`src/rtl/updown_sweep_ctrl.sv`:
```
// Triangle-sweep sequencer for the 4-bit up/down counter datapath.
// Drives q between captured bounds for a programmed number of sweeps; mode is the counter M input.
//
// state | meaning
// ------+-------------------------------------------------------------
// IDLE  | waiting for start; q holds its last value
// UP    | counting toward hi_r
// DOWN  | counting toward lo_r; reaching lo_r ends one sweep
// DONE  | single-cycle completion state, done pulse visible here
module updown_sweep_ctrl #(
    parameter int WIDTH    = 4,
    parameter int NSWEEP_W = 4
) (
    input  logic                clk,
    input  logic                rst_n,
    input  logic                start,
    input  logic                stop,
    input  logic [WIDTH-1:0]    lo,
    input  logic [WIDTH-1:0]    hi,
    input  logic [NSWEEP_W-1:0] cycles,
    output logic [WIDTH-1:0]    q,
    output logic                mode,
    output logic                busy,
    output logic                done,
    output logic                err
);

    typedef enum logic [1:0] {
        ST_IDLE = 2'd0,
        ST_UP   = 2'd1,
        ST_DOWN = 2'd2,
        ST_DONE = 2'd3
    } state_t;

    state_t              state, state_nxt;
    logic [WIDTH-1:0]    lo_r, hi_r, lo_nxt, hi_nxt;
    logic [NSWEEP_W-1:0] cyc_r, cyc_nxt;
    logic [NSWEEP_W-1:0] sweep, sweep_nxt, sweep_inc;
    logic [WIDTH-1:0]    q_nxt, q_inc, q_dec;
    logic                mode_nxt, busy_nxt, done_nxt, err_nxt;
    logic                last_sweep;

    assign q_inc      = q + WIDTH'(1);
    assign q_dec      = q - WIDTH'(1);
    assign sweep_inc  = sweep + NSWEEP_W'(1);
    assign last_sweep = (cyc_r != '0) && (sweep_inc == cyc_r);

    // mode is the direction of the step the counter takes at the next edge,
    // so it flips on the cycle a turnaround value is shown, not one cycle later.
    always_comb begin
        state_nxt = state;
        q_nxt     = q;
        mode_nxt  = 1'b0;
        busy_nxt  = 1'b0;
        done_nxt  = 1'b0;
        err_nxt   = 1'b0;
        lo_nxt    = lo_r;
        hi_nxt    = hi_r;
        cyc_nxt   = cyc_r;
        sweep_nxt = sweep;
        case (state)
            ST_IDLE: begin
                if (start) begin
                    if (lo < hi) begin
                        lo_nxt    = lo;
                        hi_nxt    = hi;
                        cyc_nxt   = cycles;
                        sweep_nxt = '0;
                        q_nxt     = lo;
                        busy_nxt  = 1'b1;
                        state_nxt = ST_UP;
                    end else begin
                        err_nxt = 1'b1;
                    end
                end
            end
            ST_UP: begin
                if (stop) begin
                    state_nxt = ST_IDLE;
                end else if (q != hi_r) begin
                    q_nxt    = q_inc;
                    mode_nxt = (q_inc == hi_r);
                    busy_nxt = 1'b1;
                end else begin
                    q_nxt     = q_dec;
                    mode_nxt  = !((q_dec == lo_r) && !last_sweep);
                    busy_nxt  = 1'b1;
                    state_nxt = ST_DOWN;
                end
            end
            ST_DOWN: begin
                if (stop) begin
                    state_nxt = ST_IDLE;
                end else if (q != lo_r) begin
                    q_nxt    = q_dec;
                    mode_nxt = !((q_dec == lo_r) && !last_sweep);
                    busy_nxt = 1'b1;
                end else begin
                    sweep_nxt = sweep_inc;
                    if (last_sweep) begin
                        done_nxt  = 1'b1;
                        state_nxt = ST_DONE;
                    end else begin
                        q_nxt     = q_inc;
                        mode_nxt  = (q_inc == hi_r);
                        busy_nxt  = 1'b1;
                        state_nxt = ST_UP;
                    end
                end
            end
            ST_DONE: begin
                state_nxt = ST_IDLE;
            end
            default: begin
                state_nxt = ST_IDLE;
            end
        endcase
    end

    always_ff @(posedge clk or negedge rst_n) begin
        if (!rst_n) begin
            state <= ST_IDLE;
            q     <= '0;
            mode  <= 1'b0;
            busy  <= 1'b0;
            done  <= 1'b0;
            err   <= 1'b0;
            lo_r  <= '0;
            hi_r  <= '0;
            cyc_r <= '0;
            sweep <= '0;
        end else begin
            state <= state_nxt;
            q     <= q_nxt;
            mode  <= mode_nxt;
            busy  <= busy_nxt;
            done  <= done_nxt;
            err   <= err_nxt;
            lo_r  <= lo_nxt;
            hi_r  <= hi_nxt;
            cyc_r <= cyc_nxt;
            sweep <= sweep_nxt;
        end
    end

endmodule

```
`config.mk`:
```
export PLATFORM = sky130hd
export DESIGN_NAME = updown_sweep_ctrl
export DESIGN_NICKNAME = d
export VERILOG_FILES = /design/src/rtl/updown_sweep_ctrl.sv
export SDC_FILE = /design/constraint.sdc
export NUM_CORES = 1
export LEC_CHECK = 0
export CORE_MARGIN = 10
export CORE_UTILIZATION = 45
export DETAILED_ROUTE_END_ITERATION = 12
export GPL_TIMING_DRIVEN = 0
export PLACE_DENSITY = 0.67
export SLEW_MARGIN = 25
export SYNTH_ARGS = -nofsm -noshare
export SYNTH_HDL_FRONTEND = slang
export SYNTH_SLANG_ARGS = --single-unit
```
`constraint.sdc`:
```
create_clock -name clk -period 4.2 [get_ports clk]
set_input_delay 0.42 -clock clk [delete_from_list [all_inputs] [get_ports clk]]
set_output_delay 0.42 -clock clk [all_outputs]
set_load 0.05 [all_outputs]
```
# After elaboration in Yosys (flattened, before gate mapping)

Cells that the tools add are included.

Latch bits: 0
Input port bits: 16
Memories: 0
Memory bits (writable): 0
Output and inout bits: 8
Register bits after elaboration: 26
Bits in read-only memories: 0

Div/mod/pow operators: 0
Equal/unequal tests: 16
Multiplexer cells: 41
Multiply operators: 0
Reduce and logical (&&, ||, !) cells: 12
Bitwise gates (word level): 0
Shifts and indexed selects: 0
Add/subtract/negate cells: 3
Order comparisons: 1

Operators with widths:

| operator                                                           | count |
|---|---|
| 4-bit 2-to-1 mux                                                   | 11 |
| 1-bit 2-to-1 mux                                                   | 18 |
| 2-bit 2-to-1 mux                                                   | 7 |
| 4-bit == test                                                      | 3 |
| 4-bit one-hot mux with 3 select lines                              | 1 |
| 2-bit != test, second input constant                               | 5 |
| 3-bit != test, second input constant                               | 3 |
| 4-bit by 1-bit adder with 4-bit output, second input constant      | 2 |
| 4-bit != test                                                      | 2 |
| 2-bit one-hot mux with 4 select lines                              | 1 |
| 4-bit one-hot mux with 2 select lines                              | 1 |
| 6-bit AND reduction                                                | 1 |
| 5-bit AND reduction                                                | 1 |
| 2-bit == test, second input constant                               | 2 |
| 4-bit < comparator                                                 | 1 |
| 4-bit AND reduction                                                | 1 |
| 4-bit nonzero test                                                 | 1 |
| 4-bit by 1-bit subtractor with 4-bit output, second input constant | 1 |
| 1-bit one-hot mux with 3 select lines                              | 1 |
| 3-bit AND reduction                                                | 1 |
| 3-bit nonzero test                                                 | 1 |
| 2-bit by 1-bit == test with 1-bit output, second input constant    | 1 |
| 1-bit logical AND                                                  | 2 |
| 1-bit logical NOT                                                  | 2 |
| other kinds (3)                                                    | 3 |

# Logic depth before layout (Yosys ltp)

Gate-level depths: netlist of run 1.

Depth after elaboration: 9
Mapped depth: 8
Gate-level depth less buffers: 8

# Worst setup path before layout of run 1

Ideal clock, no wire load.

Path type: register to register
From: register q[2]
To: register q[3]
Path slack: 1.597 ns
Arrival: 2.478 ns
Path buffers: 2
Stages on the path, launching flop included: 9
Data required time: 4.075 ns
Path through: dfrtp_1 -> buf_6 -> xor2_1 -> or4_1 -> buf_2 -> a21o_1 -> a32o_1 -> o32a_1 -> mux2_2

Word-level cells in the longest chain between the ends: 5
Elaborated cells on any way between the ends: 12

Ends and longest elaborated chain:

| what                                   | line | source |
|---|---|---|
| start, declared                        | 21   | `output logic [WIDTH-1:0] q,` |
| start signal, assigned                 | 134  | `q <= q_nxt;` |
| 4-bit by 1-bit adder with 4-bit output | 43   | `assign q_inc = q + WIDTH'(1);` |
| 4-bit 2-to-1 mux                       | 100  | `if (last_sweep) begin` |
| 4-bit 2-to-1 mux                       | 94   | `end else if (q != lo_r) begin` |
| 4-bit 2-to-1 mux                       | 92   | `if (stop) begin` |
| 4-bit one-hot mux with 3 select lines  | 61   | `case (state)` |

Several ways; a longest one is shown, not always the timed one. The select of a mux whose other input is x is not followed.
A chain may end at the register's enable or synchronous reset.

# Final worst setup path of run 1

From: input port lo[1]
To: register state[1]

Word-level cells in the longest chain between the ends: 3

Ends and longest elaborated chain:

| what                          | line | source |
|---|---|---|
| start, declared               | 18   | `input logic [WIDTH-1:0] lo,` |
| 4-bit < comparator            | 64   | `if (lo < hi) begin` |
| 2-bit != test (no line)       | -    |  |
| 4-bit AND reduction (no line) | -    |  |
| end signal, assigned          | 133  | `state <= state_nxt;` |
| end, declared                 | 35   | `state_t state, state_nxt;` |

Every way passes these cells.

==> reports/metrics.yaml, run 1 <==
synthCells: 190
synthFlopType: "dfrtp_1"
viasPerCell: 5.577
cts_root_buffer: "clkbuf_8"
hold_viol_final: 0
syn_nets: 218
p_leak_nw: 0.9163
fp.dieW_um: 83.45
clock_skew_ps: 2.864
gp_congestion: 0.8138
cts_sinks: 26
yosysMostFrequentCell: "dfrtp_1"
grt_pass1_wl_mm: 7.238
ys_ff_latch: 26
rsz0062_at_grt: "no"
cap_viol_max_count: 0
timing.setup.tns_ps: 0
ys_warn_count: 0
placed_area_um2: 2100
drt_iter0_drc: 129
wire_per_inst_um: 15.60
ios: 24
antenna_found_initial: 0
overflow: 0
fmax_mhz: 360.2
crit_type: "primary input to flip-flop"
synth_area_leaders: "dfrtp_1 (36%), mux2_2 (8.7%), ha_1 (8.3%)"
worstMarginPinSlew_ps: 686.4
power_mw: 1.591
grt_max_degree: 27
nets: 246
yosysUniqueCellTypes: 44
core_area_um2: 3943
clk_pin_slew_ps: 90
status: "finished, final reports clean"
synth_top_area_share_pct: 35.91
drv_slew: 0
ys_seq_area_share_pct: 35.91
synth_async_sr_flop_share_pct: 100.0
initial_core_util_pct: 45.95
vias: 1489
cts_made_buffers: 3
synth_top_cell_by_area: "dfrtp_1"
clk_path_buf_depth: 2
num_rows: 23
powerDensity_nw_per_um2: 738.5
n_antenna_cell: 0
wirelength_mm: 4.166
min_period_ps: 2776
nFillCells: 356
synth_area_per_cell_um2: 9.535
ff2ff_path_depth: 6
dieArea_um2: 6964
cts.hold.buffers_added: 0
crit_path_end_kind: "flip-flop"
place_inst: 263
cp.required_ps: 4380
syn-cell-area_um2: 1812
portBuffers: 23
synth_edf_count: 0
area_growth_pct: 18.92
critPathArrivalTime_ps: 2960
slew_headroom_pct: 54.15
layout-drive-gt1-share_pct: 12.44
drc: 0
start_kind: "primary input"
die_h_um: 83.45
clk_latency_ps: 280
cts_tree: "built"
finalSetupViolCount: 0
crit_fanout: 5
drt_pass1_iterations: 4
htreeDepth: 1
postCtsSetupBuffers: 0
stdcell_count: 267
final_area_um2: 2155
grtUsageTotal_pct: 12.20
ctsResizeCount: 0
postRouteAntennaNets: 0
grt_pass1_vias: 1469
ir_worst_vdd_v: 0.0002629
hold_path_class: "primary input to async pin"
dpl.hpwl_mm: 3.226
fin_crit_sh_pct: 66.10
synth_common_cells: "dfrtp_1 (26), mux2_2 (14), nand2_1 (14), o21ai_0 (14), ha_1 (12)"
## worst max-delay path, cell delays in order
cell and delay (ps):
clkdlybuf4s50_1 470, ha_1 310, a2111oi_1 580, o21ai_0 300, and2_1 280, or3_1 380, o32ai_1 230
## metal layers
layer	vias to the layer above	track usage (%)	share of wire (%)
met2	47	19.66	46
met1	702	15.69	47
met3	5	2.539	5.0
met4	0	4.110	1.4
li1	735	-	-
met5	-	0	0
## cell families after synthesis
kind of cell	synth area share, %
fa+ha+maj	8.287
flops	35.91
buf+inv	4.626
simple gates	13.47
mux	9.254
compound gates	18.30
xor+xnor	10.15
## area by class of cell
cell class,instances,area [µm²],share of cell area (%)
clock buffers,4,55.05,2.555
repair buffers,23,225.2,10.45
multi-input cells,146,1077,50.00
well taps,50,62.56,2.904
plain buffers,7,42.54,1.974
flip-flops and latches,26,650.6,30.20
inverters,11,41.29,1.916
## power breakdown
part | switching, mW | leakage, nW | internal (mW)
combinational | 0.544 | 0.560 | 0.442
clock | 0.0864 | 0.0288 | 0.0841
sequential | 0.0897 | 0.327 | 0.345
## worst paths after layout
kind	endpoint	slack, ps	from
worst min register to register	sweep[3]	510	sweep[3]
worst max-delay path	state[1]	1420	lo[1]
worst min-delay path	state[1]	130	rst_n
worst max register to register	q[0]	1670	sweep[0]
min in group clk	sweep[3]	510	sweep[3]
max in group asynchronous	cyc_r[1]	3690	rst_n
## state kept, by name, indices dropped and copies added (netlist names), 2 cells and up
register and count:
q 4, hi_r 4, state 2, lo_r 4, sweep 4, cyc_r 4
## cells in the final DEF (no fill, tap or decap), types with 3 or more instances in the layout
cell type / instances
a31oi_1: 3
a21oi_1: 7
dfrtp_1: 26
ha_1: 12
nor3_1: 3
clkbuf_1: 4
xor2_1: 11
clkbuf_8: 4
nand2_1: 14
inv_1: 11
a21o_1: 4
o21ai_0: 14
or2_2: 4
or3_1: 3
mux2_2: 14
nand3_1: 5
clkdlybuf4s50_1: 22
nor2_1: 9
xnor2_1: 10
## stage by stage
stage          worst slack (ps)  util, %  hold slack [ps]
6_report                   1424    54.65            127.5
5_1_grt                    1208    54.65            172.9
4_1_cts                    1382    54.65            159.0
3_5_place_dp               1072    53.25            462.7
3_3_place_gp               1114    53.38            485.7
2_1_floorplan              1597        -            124.4
Note: power is estimated with default switching activity, not from simulation.
==> run 2: changes to the inputs <==
--- a/config.mk
+++ b/config.mk
@@ -9,7 +9,7 @@
 export CORE_UTILIZATION = 45
 export DETAILED_ROUTE_END_ITERATION = 12
 export GPL_TIMING_DRIVEN = 0
-export PLACE_DENSITY = 0.67
+export PLACE_DENSITY = 0.7
 export SLEW_MARGIN = 25
 export SYNTH_ARGS = -nofsm -noshare
 export SYNTH_HDL_FRONTEND = slang
==> constraint.sdc (replaced) <==
create_clock -name clk -period 2.5 [get_ports clk]
set_input_delay 0.25 -clock clk [delete_from_list [all_inputs] [get_ports clk]]
set_output_delay 0.25 -clock clk [all_outputs]
set_load 0.05 [all_outputs]
==> run 2 against run 1 <==
  * Cell count rose by 0.75%
  * Final area rose by 3.7%
  * Hold slack improved by 380 ps
  * Clock skew fell by 0.84 ps
  * First-iteration DRC count increased by 19%
  * Die area is the same
  * Routed wire length decreased by 1.5%
  * Clock power grew 110%
  * Global-route usage barely moved
  * Critical endpoint is now q[3]
==> reports/metrics.yaml, run 2 (same netlist as run 1, synthesis figures left out) <==
status: "finished, final reports clean"
postRouteAntennaNets: 0  # unchanged
cap_viol_max_count: 0  # unchanged
ios: 24  # unchanged
power_mw: 2.805  # +76%
cp.required_ps: 2670  # -1710 ps
initial_core_util_pct: 45.95  # unchanged
grtUsageTotal_pct: 12.17  # -0.028 points
r2r-start: "q[3]"
antenna_found_initial: 0  # unchanged
nets: 248  # +0.81%
finalSetupViolCount: 0  # unchanged
grt_pass1_vias: 1509  # +2.7%
area_growth_pct: 23.27
fmax_mhz: 411.1
layout-drive-gt1-share_pct: 16.44  # +4.0 points
start_kind: "flip-flop"
wire_per_inst_um: 15.26  # -2.2%
ff_latch_area_um2: 655.6  # +0.77%
wirelength_mm: 4.105  # -1.5%
multi_input_area_um2: 1111  # +3.1%
dieArea_um2: 6964  # unchanged
core_area_um2: 3943  # unchanged
drt_iter0_drc: 154  # +19%
vias: 1489  # unchanged
crit_path_end_kind: "flip-flop"
cts_sinks: 26  # unchanged
power.internal_mw: 1.580  # +81%
slew_headroom_pct: 61.37  # +7.2 points
rsz0062_at_grt: "no"
worstMarginPinSlew_ps: 579.5  # -106.9 ps
critPathArrivalTime_ps: 2600  # -360 ps
overflow: 0  # unchanged
switching_share_pct: 43.67  # -1.6 points
powerDensity_nw_per_um2: 1256  # +70%
cpPeakStageDelay_ps: 540  # -40 ps
ir_worst_vdd_v: 0.0005673  # +120%
grt_pass1_wl_mm: 7.265  # +0.37%
clk_pin_slew_ps: 100  # about the same
hold_path_class: "primary input to async pin"
hold_viol_final: 0  # unchanged
nFillCells: 349  # -2.0%
whs_ps: 504.3  # +376.8 ps
pwr-share-clk_pct: 12.7  # +2.0 points
ff2ff_path_depth: 8  # +2
clock_skew_ps: 2.027  # -0.8371 ps
crit_path_start: "q[3]"
grt_max_degree: 27  # unchanged
min_period_ps: 2432
die_h_um: 83.45  # unchanged
dpl.hpwl_mm: 3.137  # -2.7%
timing.setup.tns_ps: 0  # unchanged
crit_type: "flip-flop to flip-flop"
crit_fanout: 9  # +4
cts_tree: "built"
netSwitchingPower_mw: 1.225  # +70%
num_rows: 23  # unchanged
fp.dieW_um: 83.45  # unchanged
clk_path_buf_depth: 2  # unchanged
drv_slew: 0  # unchanged
n_antenna_cell: 0  # unchanged
p_comb_share_pct: 61.1  # -0.8 points
drc: 0  # unchanged
cp_cell_sequence: "buf_6 > xor2_2 > or4_1 > buf_6 > a21o_1 > a32o_1 > o32a_1 > mux2_2"
viasPerCell: 5.535  # -0.74%
portBuffers: 23  # unchanged
timing.final.ws_setup_ps: 67.53  # -1356 ps
power_frac_seq_pct: 26.2  # -1.1 points
dp_worst_setup_slack_ps: -414.8  # -1487 ps
drt_pass1_iterations: 5  # +1
cts_root_buffer: "clkbuf_8"
p_leak_nw: 0.9344  # +2.0%
critPathMostFrequentCell: "buf_6"
gp_congestion: 0.8453  # +3.9%
layout_common_cells: "dfrtp_1 (22), clkdlybuf4s50_1 (22), mux2_2 (14), nand2_1 (14), o21ai_0 (13)"
cts_made_buffers: 3  # unchanged
slowest_stage: "or4_1"
clk_latency_ps: 270  # about the same
fin_crit_sh_pct: 97.30
htreeDepth: 1  # unchanged
fin_util_pct: 56.65  # +2.0 points
run 2: cell types whose count changed in the layout (fill, tap and decap cells not counted), sizes merged:
cell / change
buf: +1
clkbuf: -1
bufinv: +1
dlygate4sd3: +1
run 2: worst max-delay path: cells and delay by family, from the launching register on:
kind                   cells  cell delay [ps]
AO/OA/AOI/OAI              3              650
AND/OR/NAND/NOR            1              540
flip-flops                 1              420
buffers and inverters      2              300
multiplexers               1              250
XOR/XNOR                   1              150
run 2: layout make-up:
class	instances	area share, %
buffer	7	2.185
clock buffer	3	1.849
clock inverter	1	1.345
inverter	11	1.849
multi-input combinational	146	49.75
sequential	26	29.36
tap	50	2.801
timing repair buffer	25	10.87
run 2: worst paths after layout:
path | to | slack, ps
max in group asynchronous | q[0] | 1580
setup / recovery | q[3] | 70
hold reg to reg | hi_r[2] | 510
setup reg to reg | q[3] | 70
min in group clk | hi_r[2] | 510
hold / removal | mode | 500
run 2: metal layers:
layer	wire length (µm)	vias up	GRT usage (%)	part of all wire (%)
met5	0	-	0	0
met1	1967	709	15.28	48
li1	-	737	-	-
met2	1885	34	20.37	46
met3	190	9	2.441	4.6
met4	61	0	3.653	1.5
run 2: power groups by stage:
stage | combinational (mW) | clock [mW] | sequential (mW)
2_1_floorplan | 1.14 | 0 | 0.878
3_3_place_gp | 1.65 | 0 | 0.739
3_5_place_dp | 1.67 | 0 | 0.744
4_1_cts | 1.70 | 0.363 | 0.735
5_1_grt | 1.89 | 0.384 | 0.757
6_report | 1.71 | 0.357 | 0.734
run 2: per-stage QoR:
step	instance area, µm²	cells
floorplan	1831	190
global placement	2123	263
detailed placement	2118	263
CTS	2212	269
global route	2233	269
finish	2233	269
run 2: repair_timing:
| action | in CTS | in global routing |
|---|---|---|
| buffers inserted | 1 | 0 |
| endpoints found under the hold margin | 21 | 0 |
| resized for setup | 1 | 4 |
| hold buffers | 1 | 0 |
| setup endpoints to repair | 7 | 6 |
| pin swaps | 1 | 0 |
==> run 3: changes to the inputs <==
--- a/config.mk
+++ b/config.mk
@@ -9,8 +9,8 @@
 export CORE_UTILIZATION = 45
 export DETAILED_ROUTE_END_ITERATION = 12
 export GPL_TIMING_DRIVEN = 0
-export PLACE_DENSITY = 0.7
-export SLEW_MARGIN = 25
+export PLACE_DENSITY = 0.67
+export SLEW_MARGIN = 5
 export SYNTH_ARGS = -nofsm -noshare
 export SYNTH_HDL_FRONTEND = slang
 export SYNTH_SLANG_ARGS = --single-unit
==> constraint.sdc (replaced) <==
create_clock -name clk -period 2.4 [get_ports clk]
set_input_delay 0.24 -clock clk [delete_from_list [all_inputs] [get_ports clk]]
set_output_delay 0.24 -clock clk [all_outputs]
set_load 0.05 [all_outputs]
==> run 3 against run 2 <==
  * Global-route usage rose by 0.13 points
  * Largest power group unchanged
  * Die area did not move
  * Fmax rose by 3.9%
  * Critical endpoint is now q[2]
  * Sequential power rose by 7.4%
  * Core utilization rose by 0.60 points
  * Critical path type unchanged
  * Combinational power rose by 7%
  * Cell count rose by 0.74%
  * Critical path depth fell by 1
==> reports/metrics.yaml, run 3 (same netlist as run 1, synthesis figures left out) <==
placed_area_um2: 2123  # +0.24%
grt_pass1_wl_mm: 7.396  # +1.8%
top_usage_layer: "met2"
grt_max_degree: 27  # unchanged
wire_per_inst_um: 16.11  # +5.6%
grt_use_met1_pct: 14.95  # -0.34 points
vias: 1562  # +4.9%
crit_fanout: 7  # -2
num_rows: 23  # unchanged
dp_worst_setup_slack_ps: -467.4  # -52.68 ps
timing.setup.tns_ps: 0  # unchanged
fmax_mhz: 427.2  # +3.9%
n_antenna_cell: 0  # unchanged
timing.final.ws_setup_ps: 59.24  # -8.297 ps
ios: 24  # unchanged
clk_path_buf_depth: 2  # unchanged
finalSetupViolCount: 0  # unchanged
nets: 250  # +0.81%
crit_path_start: "q[3]"
cts_made_buffers: 3  # unchanged
antenna_found_initial: 0  # unchanged
dpl.hpwl_mm: 3.350  # +6.8%
worstMarginPinSlew_ps: 602.1  # +22.61 ps
drt_iter0_drc: 140  # -9.1%
htreeDepth: 1  # unchanged
dieArea_um2: 6964  # unchanged
clk_latency_ps: 270  # about the same
drt_pass1_iterations: 4  # -1
core_area_um2: 3943  # unchanged
postRouteAntennaNets: 0  # unchanged
crit_type: "flip-flop to flip-flop"
grt_pass1_vias: 1600  # +6.0%
ir_worst_vdd_v: 0.0006087  # +7.3%
portBuffers: 23  # unchanged
overflow: 0  # unchanged
cts_sinks: 26  # unchanged
power_mw: 2.989  # +6.6%
wirelength_mm: 4.367  # +6.4%
initial_core_util_pct: 45.95  # unchanged
clk_pin_slew_ps: 100  # about the same
status: "finished, final reports clean"
start_kind: "flip-flop"
p_leak_nw: 0.9520  # +1.9%
viasPerCell: 5.764  # +4.1%
reg2reg_slack_ps: 60  # about the same
slew_headroom_pct: 59.86  # -1.5 points
crit_path_end_kind: "flip-flop"
hold_path_class: "primary input to async pin"
cp.required_ps: 2600  # -70 ps
die_h_um: 83.45  # unchanged
hold_viol_final: 0  # unchanged
rsz0062_at_grt: "no"
critPathArrivalTime_ps: 2540  # -60 ps
cap_viol_max_count: 0  # unchanged
layout_common_cells: "dfrtp_1 (22), clkdlybuf4s50_1 (22), mux2_2 (14), nand2_1 (14)"
fin_crit_sh_pct: 97.53  # +0.23 points
layout-drive-gt1-share_pct: 19.00  # +2.6 points
endpoint: "q[2]"
cts_tree: "built"
min_period_ps: 2341  # -91.70 ps
r2r-start: "q[3]"
final_area_um2: 2257  # +1.1%
area_growth_pct: 24.59
fp.dieW_um: 83.45  # unchanged
cts_root_buffer: "clkbuf_8"
met3_usage_pct: 2.539  # +0.098 points
reg2reg_to: "q[2]"
grtUsageMet2_pct: 20.58  # +0.21 points
drv_slew: 0  # unchanged
ff2ff_path_depth: 7  # -1
powerDensity_nw_per_um2: 1324  # +5.5%
drc: 0  # unchanged
gp_congestion: 0.8507  # +0.64%
grtUsageTotal_pct: 12.29  # +0.13 points
clock_skew_ps: 2.983  # +0.9554 ps
## run 3: report_power, final
| part | switching, mW | internal (mW) |
|---|---|---|
| Combinational | 0.989 | 0.839 |
| Sequential | 0.177 | 0.612 |
| Clock | 0.150 | 0.223 |
## run 3: repair_timing
item | in CTS | in global routing
setup endpoints to repair | 7 | 8
buffers inserted | 1 | 4
pin swaps | 1 | 1
hold buffers | 0 | 1
hold endpoints to repair | 0 | 12
resized for setup | 4 | 7
cloned | 0 | 0
## run 3: cell type report
type / instances / area [µm²]
well taps: 50 / 62.56
clock inverters: 1 / 30.03
inverters: 11 / 41.29
flip-flops and latches: 26 / 655.6
plain buffers: 5 / 27.53
clock buffers: 3 / 41.29
multi-input cells: 146 / 1126
fillers: 331 / 1685
repair buffers: 29 / 272.8
## run 3: critical path, cell delays in order, from the launching register on
cell,delay [ps]
dfrtp_2,490
xor2_2,180
or4_4,590
buf_4,170
or2_2,300
o31ai_1,230
a211oi_1,100
o2bb2ai_1,190
## run 3: layer usage
layer	vias to the layer above	share of wire (%)	wire, µm
met3	7	5.6	246
met1	768	45	1950
li1	740	-	-
met4	0	1.6	70
met5	-	0	0
met2	47	48	2101
## run 3: worst min path at each step
stage / startpoint / endpoint / slack [ps] / depth (start not counted)
global placement: hi_r[2] / hi_r[2] / 490 / 2
floorplan: rst_n / busy / -60 / 0
CTS: sweep[3] / sweep[3] / 510 / 1
detailed placement: sweep[3] / sweep[3] / 500 / 1
finish: rst_n / busy / 490 / 2
global route: sweep[3] / sweep[3] / 530 / 1
## run 3: stage by stage
stage / hold WS [ps] / cells / utilization, %
2_1_floorplan: -55.59 / 190 / -
3_3_place_gp: 492.0 / 263 / 53.86
3_5_place_dp: 497.2 / 263 / 53.86
4_1_cts: 513.2 / 268 / 56.17
5_1_grt: 527.9 / 271 / 57.25
6_report: 494.7 / 271 / 57.25
